File: config.mk
export PLATFORM = sky130hd
export DESIGN_NAME = t05_keyentry_ctrl
export DESIGN_NICKNAME = d
export VERILOG_FILES = /design/src/rtl/t05_keyentry_ctrl.sv
export SDC_FILE = /design/constraint.sdc
export NUM_CORES = 1
export LEC_CHECK = 0
export ABC_AREA = 1
export BUFFER_PORTS_ARGS = -buffer_cell sky130_fd_sc_hd__buf_2
export CORE_UTILIZATION = 36
export DETAILED_ROUTE_END_ITERATION = 8
export PLACE_DENSITY = 0.59
export SLEW_MARGIN = 20
export SYNTH_ARGS = -nofsm -noshare
export SYNTH_HDL_FRONTEND = slang
export SYNTH_SLANG_ARGS = --single-unit
File: constraint.sdc
create_clock -name clock -period 3.6 [get_ports clock]
set_clock_uncertainty 0.05 [all_clocks]
set_input_delay 0.72 -clock clock [delete_from_list [all_inputs] [get_ports clock]]
set_output_delay 0.72 -clock clock [all_outputs]
set_load 0.1 [all_outputs]
File: src/rtl/t05_keyentry_ctrl.sv
// Keypad entry controller: debounces encoded key presses and builds a 4-digit
// BCD entry with digit, backspace, clear and enter keys.
`timescale 1ns/1ps
module t05_keyentry_ctrl #(
    parameter int unsigned DEBOUNCE_CYCLES = 4
) (
    input  logic        clock,
    input  logic        reset,
    input  logic [4:0]  key_code,
    input  logic        key_strobe,
    input  logic        entry_ready,
    output logic [15:0] entry_value,
    output logic        entry_valid,
    output logic [15:0] display_digits,
    output logic [2:0]  digit_count,
    output logic        key_error,
    output logic [1:0]  debug_state
);

    localparam logic [1:0] IDLE         = 2'd0;
    localparam logic [1:0] DEBOUNCE     = 2'd1;
    localparam logic [1:0] WAIT_RELEASE = 2'd2;
    localparam logic [1:0] OUTPUT       = 2'd3;

    localparam logic [3:0] LAST_CNT = 4'(DEBOUNCE_CYCLES - 1);

    localparam logic [4:0] KEY_DIGIT_MAX = 5'd9;
    localparam logic [4:0] KEY_BACKSPACE = 5'd10;
    localparam logic [4:0] KEY_CLEAR     = 5'd11;
    localparam logic [4:0] KEY_ENTER     = 5'd12;

    logic [1:0]  state_q,   state_d;
    logic [3:0]  cnt_q,     cnt_d;
    logic [4:0]  code_q,    code_d;
    logic [15:0] disp_q,    disp_d;
    logic [2:0]  count_q,   count_d;
    logic [15:0] value_q,   value_d;
    logic        valid_q,   valid_d;
    logic        err_q,     err_d;

    always_comb begin
        state_d = state_q;
        cnt_d   = cnt_q;
        code_d  = code_q;
        disp_d  = disp_q;
        count_d = count_q;
        value_d = value_q;
        valid_d = valid_q;
        err_d   = 1'b0;

        case (state_q)
            IDLE: begin
                if (key_strobe) begin
                    code_d  = key_code;
                    cnt_d   = 4'd1;
                    state_d = DEBOUNCE;
                end
            end

            DEBOUNCE: begin
                if (!key_strobe) begin
                    cnt_d   = 4'd0;
                    state_d = IDLE;
                end else if (key_code != code_q) begin
                    // A code change restarts the stability window on the new key.
                    code_d = key_code;
                    cnt_d  = 4'd1;
                end else if (cnt_q < LAST_CNT) begin
                    cnt_d = cnt_q + 4'd1;
                end else begin
                    cnt_d   = 4'd0;
                    state_d = WAIT_RELEASE;
                    if (code_q <= KEY_DIGIT_MAX) begin
                        if (count_q < 3'd4) begin
                            disp_d  = {disp_q[11:0], code_q[3:0]};
                            count_d = count_q + 3'd1;
                        end else begin
                            err_d = 1'b1;
                        end
                    end else if (code_q == KEY_BACKSPACE) begin
                        if (count_q != 3'd0) begin
                            disp_d  = disp_q >> 4;
                            count_d = count_q - 3'd1;
                        end
                    end else if (code_q == KEY_CLEAR) begin
                        disp_d  = 16'h0000;
                        count_d = 3'd0;
                    end else if (code_q == KEY_ENTER) begin
                        if (count_q != 3'd0) begin
                            value_d = disp_q;
                            valid_d = 1'b1;
                            state_d = OUTPUT;
                        end else begin
                            err_d = 1'b1;
                        end
                    end
                end
            end

            WAIT_RELEASE: begin
                // Counts consecutive released cycles; any press restarts the count.
                if (key_strobe) begin
                    cnt_d = 4'd0;
                end else if (cnt_q == LAST_CNT) begin
                    cnt_d   = 4'd0;
                    state_d = IDLE;
                end else begin
                    cnt_d = cnt_q + 4'd1;
                end
            end

            OUTPUT: begin
                if (entry_ready) begin
                    valid_d = 1'b0;
                    disp_d  = 16'h0000;
                    count_d = 3'd0;
                    cnt_d   = 4'd0;
                    state_d = WAIT_RELEASE;
                end
            end

            default: begin
                state_d = IDLE;
                cnt_d   = 4'd0;
            end
        endcase
    end

    always_ff @(posedge clock) begin
        if (reset) begin
            state_q <= IDLE;
            cnt_q   <= 4'd0;
            code_q  <= 5'd0;
            disp_q  <= 16'h0000;
            count_q <= 3'd0;
            value_q <= 16'h0000;
            valid_q <= 1'b0;
            err_q   <= 1'b0;
        end else begin
            state_q <= state_d;
            cnt_q   <= cnt_d;
            code_q  <= code_d;
            disp_q  <= disp_d;
            count_q <= count_d;
            value_q <= value_d;
            valid_q <= valid_d;
            err_q   <= err_d;
        end
    end

    assign entry_value    = value_q;
    assign entry_valid    = valid_q;
    assign display_digits = disp_q;
    assign digit_count    = count_q;
    assign key_error      = err_q;
    assign debug_state    = state_q;

endmodule
Word-level counts from Yosys, hierarchy flattened
Cells that the tools add are included.
Cells by class
  add/sub/neg operators: 3
  $lt $le $gt $ge: 3
  eq/ne operators: 26
  mux-type cells: 61
  bitwise logic cells: 7
  reduce and logical (&&, ||, !) cells: 11
Operators with widths (count)
  16-bit 2-to-1 mux: 9
  16-bit one-hot mux with 2 select lines: 1
  4-bit 2-to-1 mux: 7
  3-bit 2-to-1 mux: 9
  2-bit inequality test (second input constant): 13
  1-bit 2-to-1 mux: 20
  4-bit one-hot mux with 4 select lines: 1
  5-bit by 4-bit equality test with 1-bit output (second input constant): 3
  5-bit 2-to-1 mux: 3
  2-bit 2-to-1 mux: 7
  5-bit one-hot mux with 2 select lines: 1
  10-bit AND reduction: 1
  3-bit inequality test (second input constant): 3
  9-bit AND reduction: 1
  4-bit inequality test (second input constant): 2
  2-bit one-hot mux with 4 select lines: 1
  8-bit AND reduction: 1
  1-bit NOT: 7
  3-bit one-hot mux with 2 select lines: 1
  6-bit AND reduction: 1
  5-bit by 4-bit less-or-equal comparator with 1-bit output (second input constant): 1
  5-bit inequality test: 1
  5-bit OR reduction: 1
  4-bit by 1-bit adder with 4-bit output (second input constant): 1
  13 further kinds: 15
Storage, ports and cells
  register bits after elaboration: 48
  input port bits: 9
  output and inout port bits: 39
  logic and storage cells: 119

Depth between registers and ports, before layout
Gate-level depths: netlist of the first run.
  word-level depth: 10
  gate-level depth with buffers: 12
  depth with buffers taken out: 11

Worst setup path after synthesis of the first run
OpenSTA, ideal clock, no wires.
  kind: register -> register
  start point: register count_q[0], in the netlist digit_count[0]
  end point: register disp_q[0], in the netlist display_digits[0]
  library setup time: 0.114 ns
  arrival: 2.235 ns
  data required time: 3.436 ns
  setup slack: 1.202 ns
  cell stages (with the launch flop): 12
  buffers on the path: 1
  period minus slack after synthesis: 2.398 ns
  cell sequence: dfxtp_1 inv_1 ha_1 inv_1 nor2_1 nand2_2 nand3_2 nand2_2 nand3_4 buf_6 nor2_1 nor2_2
Between the ends
  longest elaborated chain between the ends: 3
  elaborated cells on any way between the ends: 5
  those cells by class: order compare (1); eq/ne (2); reduce/logical (2)
RTL lines
  from (decl): line 36  | logic [2:0] count_q, count_d;
  from (signal assigned): line 144  | count_q <= count_d;
  3-bit < comparator or 3-bit nonzero test (tied branches): line 74, 81
  3-bit inequality test (no line) or 4-bit inequality test (tied branches)
  8-bit AND reduction (no line) (*)
  to (signal assigned): line 143  | disp_q <= disp_d;
  to (decl): line 35  | logic [15:0] disp_q, disp_d;
Mark *: on every way between the ends. The rest lies on a longest branch, timed or not.
A chain may end at the register's enable or synchronous reset.

Worst setup path after layout of the first run
  start point: register state_q[1], in the netlist debug_state[1]
  end point: register disp_q[1], in the netlist display_digits[1]
Between the ends
  longest elaborated chain between the ends: 3
  elaborated cells on any way between the ends: 12
  those cells by class: eq/ne (9); mux (1); reduce/logical (2)
RTL lines
  from (decl): line 32  | logic [1:0] state_q, state_d;
  from (signal assigned): line 140  | state_q <= state_d;
  2-bit by 1-bit equality test with 1-bit output or 2-bit equality test (tied branches): line 51  | case (state_q)
  4-bit inequality test (no line), or another cell as far along
  8-bit AND reduction (no line)
Parallel ways exist; a longest one is shown, timed or not.

==> results of run 1 <==
[metrics by stage]
| stage | hold WS [ns] | area [µm²] | worst slack, ns | util (%) | power, mW |
|---|---|---|---|---|---|
| after floorplan | 0.415 | 2860 | 1.20 | - | 2.38 |
| after global placement | 0.395 | 3150 | 1.18 | 40.9 | 2.63 |
| after detailed placement | 0.404 | 3150 | 1.02 | 40.9 | 2.64 |
| after CTS | 0.418 | 3260 | 1.29 | 42.4 | 3.06 |
| after global routing | 0.475 | 3260 | 1.12 | 42.4 | 3.25 |
| final | 0.416 | 3260 | 1.36 | 42.4 | 3.04 |
[flip-flops by register name, summed over array words and instances, names as in the netlist]
| name | flops |
|---|---|
| entry_value | 16 |
| key_error | 1 |
| display_digits | 16 |
| code_q | 5 |
| digit_count | 3 |
| cnt_q | 4 |
| entry_valid | 1 |
| debug_state | 2 |
[per-layer routing]
metal	vias up	track usage (%)	part of all wire [%]	routed length, µm
met5	-	0	0	0
met4	0	5.56	1.6	106
met3	7	2.85	4.5	295
met2	58	28.1	45	2960
met1	1178	22.6	49	3250
li1	1441	-	-	-
[cell families after synthesis]
logic type | synth area share, %
AND/OR/NAND/NOR | 44.0
buffers and inverters | 13.2
adder cells (fa/ha/maj) | 1.75
XOR/XNOR | 1.23
flip-flops | 33.6
AO/OA/AOI/OAI | 6.26
[path summary, 6_finish.rpt]
| path | endpoint | startpoint | slack (ns) |
|---|---|---|---|
| setup / recovery | display_digits[1] | debug_state[1] | 1.36 |
| hold / removal | entry_valid | entry_valid | 0.42 |
| setup reg to reg | display_digits[1] | debug_state[1] | 1.36 |
| hold reg to reg | entry_valid | entry_valid | 0.42 |
[cells in the mapped netlist (2+ instances only)]
cell	number	area share [%]
a21oi_1	24	4.2
buf_2	9	1.6
clkbuf_1	4	0.53
dfxtp_1	48	34
ha_1	4	1.8
inv_1	63	8.3
inv_2	12	1.6
nand2_1	121	16
nand2_2	12	2.6
nand2_4	10	3.9
nand3_1	22	3.9
nand3_2	2	0.70
nand4_1	13	2.8
nor2_1	73	9.6
nor2_2	11	2.4
nor2_4	2	0.79
o21ai_0	5	0.88
xnor2_1	2	0.61
xor2_1	2	0.61
[worst register-to-register path, stage by stage (launching register included)]
cell and delay, ns:
dfxtp_1 0.38, nand2_2 0.28, inv_2 0.19, nand2_1 0.12, a21boi_2 0.15, buf_4 0.21, nand3_4 0.41, nor2_1 0.30
nor2_2 0.06
[area by class of cell]
type                       instances  share of cell area (%)
multi-input combinational        311                    46.7
sequential                        48                    29.4
inverter                          76                    8.74
timing repair buffer              49                    7.67
tap                              102                    3.91
clock buffer                       5                    2.11
clock inverter                     3                    1.42
[power groups by stage]
stage / Sequential [mW] / Clock (mW) / Combinational (mW)
2_1_floorplan: 1.49 / 0 / 0.897
3_3_place_gp: 0.829 / 0 / 1.80
3_5_place_dp: 0.827 / 0 / 1.82
4_1_cts: 0.816 / 0.416 / 1.82
5_1_grt: 0.836 / 0.443 / 1.98
6_report: 0.814 / 0.406 / 1.82
[layout by cell type (no fill, tap or decap), drive strengths merged]
master      n
a211oi      1
a21boi      1
a21oi      24
a31o        1
a31oi       1
buf        49
bufinv      1
clkbuf      5
clkinv      1
clkinvlp    1
dfxtp      48
ha          4
inv        76
nand2     143
nand3      25
nand4      13
nor2       86
nor3        2
o21ai       5
or2         1
xnor2       2
xor2        2
==> impl_metrics.tcl, run 1 <==
set metrics [dict create \
    ys_seq_area_share_pct 33.6 \
    ys_async_sr_fraction_pct 0 \
    die-area_um2 8300 \
    period_minus_slack_ns 2.24 \
    cts_hold_buffers 0 \
    synthesis.yosys.warnings 0 \
    diodes 0 \
    clkSinkCount 48 \
    cpPeakStageDelay_ns 0.40 \
    layout.cells.non_filler 594 \
    required_ns 3.76 \
    synth-edff-count 0 \
    outcome "completed" \
    drt_iter0_markers 179 \
    initial_core_util_pct 37.2 \
    final-hold-violation-count 0 \
    cts-root-buf "clkbuf_8" \
    relSlewSlack_pct 61.8 \
    synthFlopType "dfxtp_1" \
    multi_input_area_um2 1520 \
    placedCellCount 586 \
    ys_types 30 \
    regArea_um2 961 \
    die_w_um 91.1 \
    ir_worst_vdd_uv 631 \
    synthToLayoutAreaGrowth_pct 14.1 \
    dp_hpwl_mm 4.69 \
    layout-drive-gt1-share_pct 22.6 \
    cts_buffers 5 \
    crit_fanout 27 \
    gr-total-overflow 0 \
    drv_slew 0 \
    cts_tree "built" \
    reg2reg_depth 8 \
    cp_cell_sequence "nand2_2 -> inv_2 -> nand2_1 -> a21boi_2 -> buf_4 -> nand3_4 -> nor2_1 -> nor2_2" \
    timing.fmax_ghz 0.446 \
    endpoint_kind "flop" \
    tns_ns 0 \
    cts_resized 0 \
    syn-mean-instance-area_um2 6.35 \
    worst_pin_slew_ns 0.572 \
    setup_viol 0 \
    rsz0062_at_grt "no" \
    leakagePower_nw 1.75 \
    seqPwrFrac_pct 26.7 \
    num_vias 2684 \
    hold-path-cell-count 2 \
    fin_crit_sh_pct 62.2 \
    drt_pass1_iterations 6 \
    fin_nets 504 \
    vias_per_cell 4.52 \
    cts_setup_buffers 0 \
    min_path_type "reg2reg" \
    die_h_um 91.1 \
    rows 32 \
    power_density_nw_per_um2 932 \
    arrival_ns 2.40 \
    crit_slowest_cell "nand3_4" \
    cts_htree_levels 2 \
    crit_type "reg2reg" \
    syn_nets 463 \
    p_sw_mw 1.76 \
    gp_congestion 0.906 \
    cap_violations 0 \
    pwr-share-clk_pct 13.4 \
    postRouteAntennaNets 0 \
    core_um2 7690 \
    p_int_mw 1.28 \
    grt_pass1_vias 2510 \
    p_comb_share_pct 59.9 \
    drt-total-wl_mm 6.61 \
    grt_antenna_before_repair 0 \
    swShare_pct 58.0 \
    path_delay_family "simple AND/OR/NAND/NOR gates" \
    grt_max_degree 34 \
    path_buf_inv 2 \
    syn-cell-area_um2 2860 \
    grt_pass1_wl_mm 11.7 \
    io_buffers 47 \
    wl_per_cell_um 11.1 \
    ctsLongestPathBuffers 2 \
    io_pins 48 \
    clk_pin_slew_ns 0.10 \
    start_kind "flop" \
    cp.depth 8 \
    fillers 843 \
    drc 0 \
    syn_inst 450 \
    gr-usage-all-layers_pct 17.1 \
    ys_seq_elements 48 \
    clk_latency_ns 0.31 \
]
Note: power is estimated with default switching activity, not from simulation.
==> inputs of run 2 (changes only) <==
clock period = 2.3 ns   (was 3.6 ns; I/O delays follow)
==> run 2 against run 1 <==
Net effect:
- core utilization grew 0.85 points
- worst hold slack lost 0.073 ns
- die area is the same
- highest routed layer unchanged
- critical endpoint is now display_digits[9]
- register-to-register slack lost 1.1 ns
- via count grew 0.82%
- sequential power grew 57%
==> impl_metrics.tcl, run 2 (synthesis gave the netlist of run 1 again) <==
set metrics [dict create \
    cpPeakStageDelay_ns 0.49 \
    cts_tree "built" \
    ctsLongestPathBuffers 2 \
    io_pins 48 \
    gr-total-overflow 0 \
    clkSinkCount 48 \
    rows 32 \
    timing.fmax_ghz 0.488 \
    power_density_nw_per_um2 1460 \
    grt_max_degree 36 \
    required_ns 2.45 \
    setup_viol 0 \
    crit_fanout 27 \
    cts_setup_buffers 0 \
    leakagePower_nw 1.79 \
    dp_hpwl_mm 4.69 \
    cts_htree_levels 2 \
    worst_slack_ns 0.252 \
    drc 0 \
    drt_pass1_iterations 4 \
    drt_iter0_markers 166 \
    initial_core_util_pct 37.2 \
    cts-root-buf "clkbuf_8" \
    synthToLayoutAreaGrowth_pct 16.4 \
    cp_common_cell "nand2_2" \
    num_vias 2706 \
    tns_ns 0 \
    io_buffers 47 \
    grt_antenna_before_repair 0 \
    drt-total-wl_mm 6.56 \
    die_h_um 91.1 \
    crit_type "reg2reg" \
    final-hold-violation-count 0 \
    gr-usage-all-layers_pct 16.3 \
    grt_pass1_vias 2360 \
    wl_per_cell_um 11.0 \
    fin_crit_sh_pct 89.1 \
    cap_violations 0 \
    clk_latency_ns 0.30 \
    postRouteAntennaNets 0 \
    worst_pin_slew_ns 0.497 \
    period_minus_slack_ns 2.05 \
    drv_slew 0 \
    diodes 0 \
    min_path_type "in2reg" \
    cts_buffers 5 \
    placedCellCount 590 \
    die_w_um 91.1 \
    pre_cts_ws_ns 0.191 \
    core_um2 7690 \
    start_kind "flop" \
    die-area_um2 8300 \
    vias_per_cell 4.53 \
    outcome "completed" \
    relSlewSlack_pct 67.1 \
    gp_congestion 0.912 \
    fin_nets 508 \
    layout-drive-gt1-share_pct 23.4 \
    cts_resized 0 \
    clk_pin_slew_ns 0.09 \
    arrival_ns 2.20 \
    endpoint_kind "flop" \
    final_common_cell "nand2_1" \
    ir_worst_vdd_uv 865 \
    cts_hold_buffers 0 \
    cp_cell_sequence "nand2_1 -> nand2_2 -> nor2_4 -> nand2_2 -> nand3_2 -> nand2_2 -> nand3_4 -> nor2_1 -> nor2_2" \
    rsz0062_at_grt "no" \
    final_cell_mix "nand2_1 (121), nor2_1 (73), inv_1 (63)" \
    grt_pass1_wl_mm 11.1 \
    layout.cells.non_filler 598 \
    crit_slowest_cell "dfxtp_1" \
]
==> run 2: cell count changes in the layout (fill, tap and decap cells not counted), sizes merged <==
cell and delta:
buf +4, bufinv +1, clkinvlp -1
==> run 2: cell type report <==
cell class	instances	area [µm²]
multi-input cells	311	1520
inverters	76	285
repair buffers	53	293
clock buffers	5	68.8
well taps	102	128
fillers	829	4360
clock inverters	3	68.8
flip-flops and latches	48	963
==> run 2: worst max-delay path: cells and delay by family (launching register included) <==
kind	cells	cell delay (ns)
DFF	1	0.49
and+or+nand+nor	9	1.40
==> run 2: stage by stage <==
step | hold slack (ns) | instance area, µm² | utilization [%] | power [mW]
after floorplan | 0.415 | 2860 | - | 3.74
after global placement | 0.394 | 3190 | 41.5 | 4.13
after detailed placement | 0.400 | 3190 | 41.5 | 4.16
after CTS | 0.332 | 3330 | 43.3 | 4.91
after global routing | 0.350 | 3330 | 43.3 | 5.20
final | 0.342 | 3330 | 43.3 | 4.87
==> run 2: path summary, 6_finish.rpt <==
path,start,end,slack (ns),cells past startpoint
worst max register to register,code_q[3],display_digits[9],0.25,9
worst min register to register,entry_valid,entry_valid,0.41,2
worst max-delay path,code_q[3],display_digits[9],0.25,9
worst min-delay path,reset,debug_state[1],0.34,2
==> run 2: routing by layer <==
layer  up-vias  track usage (%)  part of all wire, %
li1       1455                -                    -
met1      1181             22.2                   50
met2        62             26.6                   45
met3         8             2.35                  4.4
met4         0             4.76                  1.2
met5         -                0                    0
==> run 2: report_power, final <==
part / internal, mW / leakage (nW) / switching (mW)
Clock: 0.438 / 0.0687 / 0.307
Combinational: 0.666 / 1.33 / 2.18
Sequential: 1.02 / 0.391 / 0.257
Total: 2.13 / 1.79 / 2.75
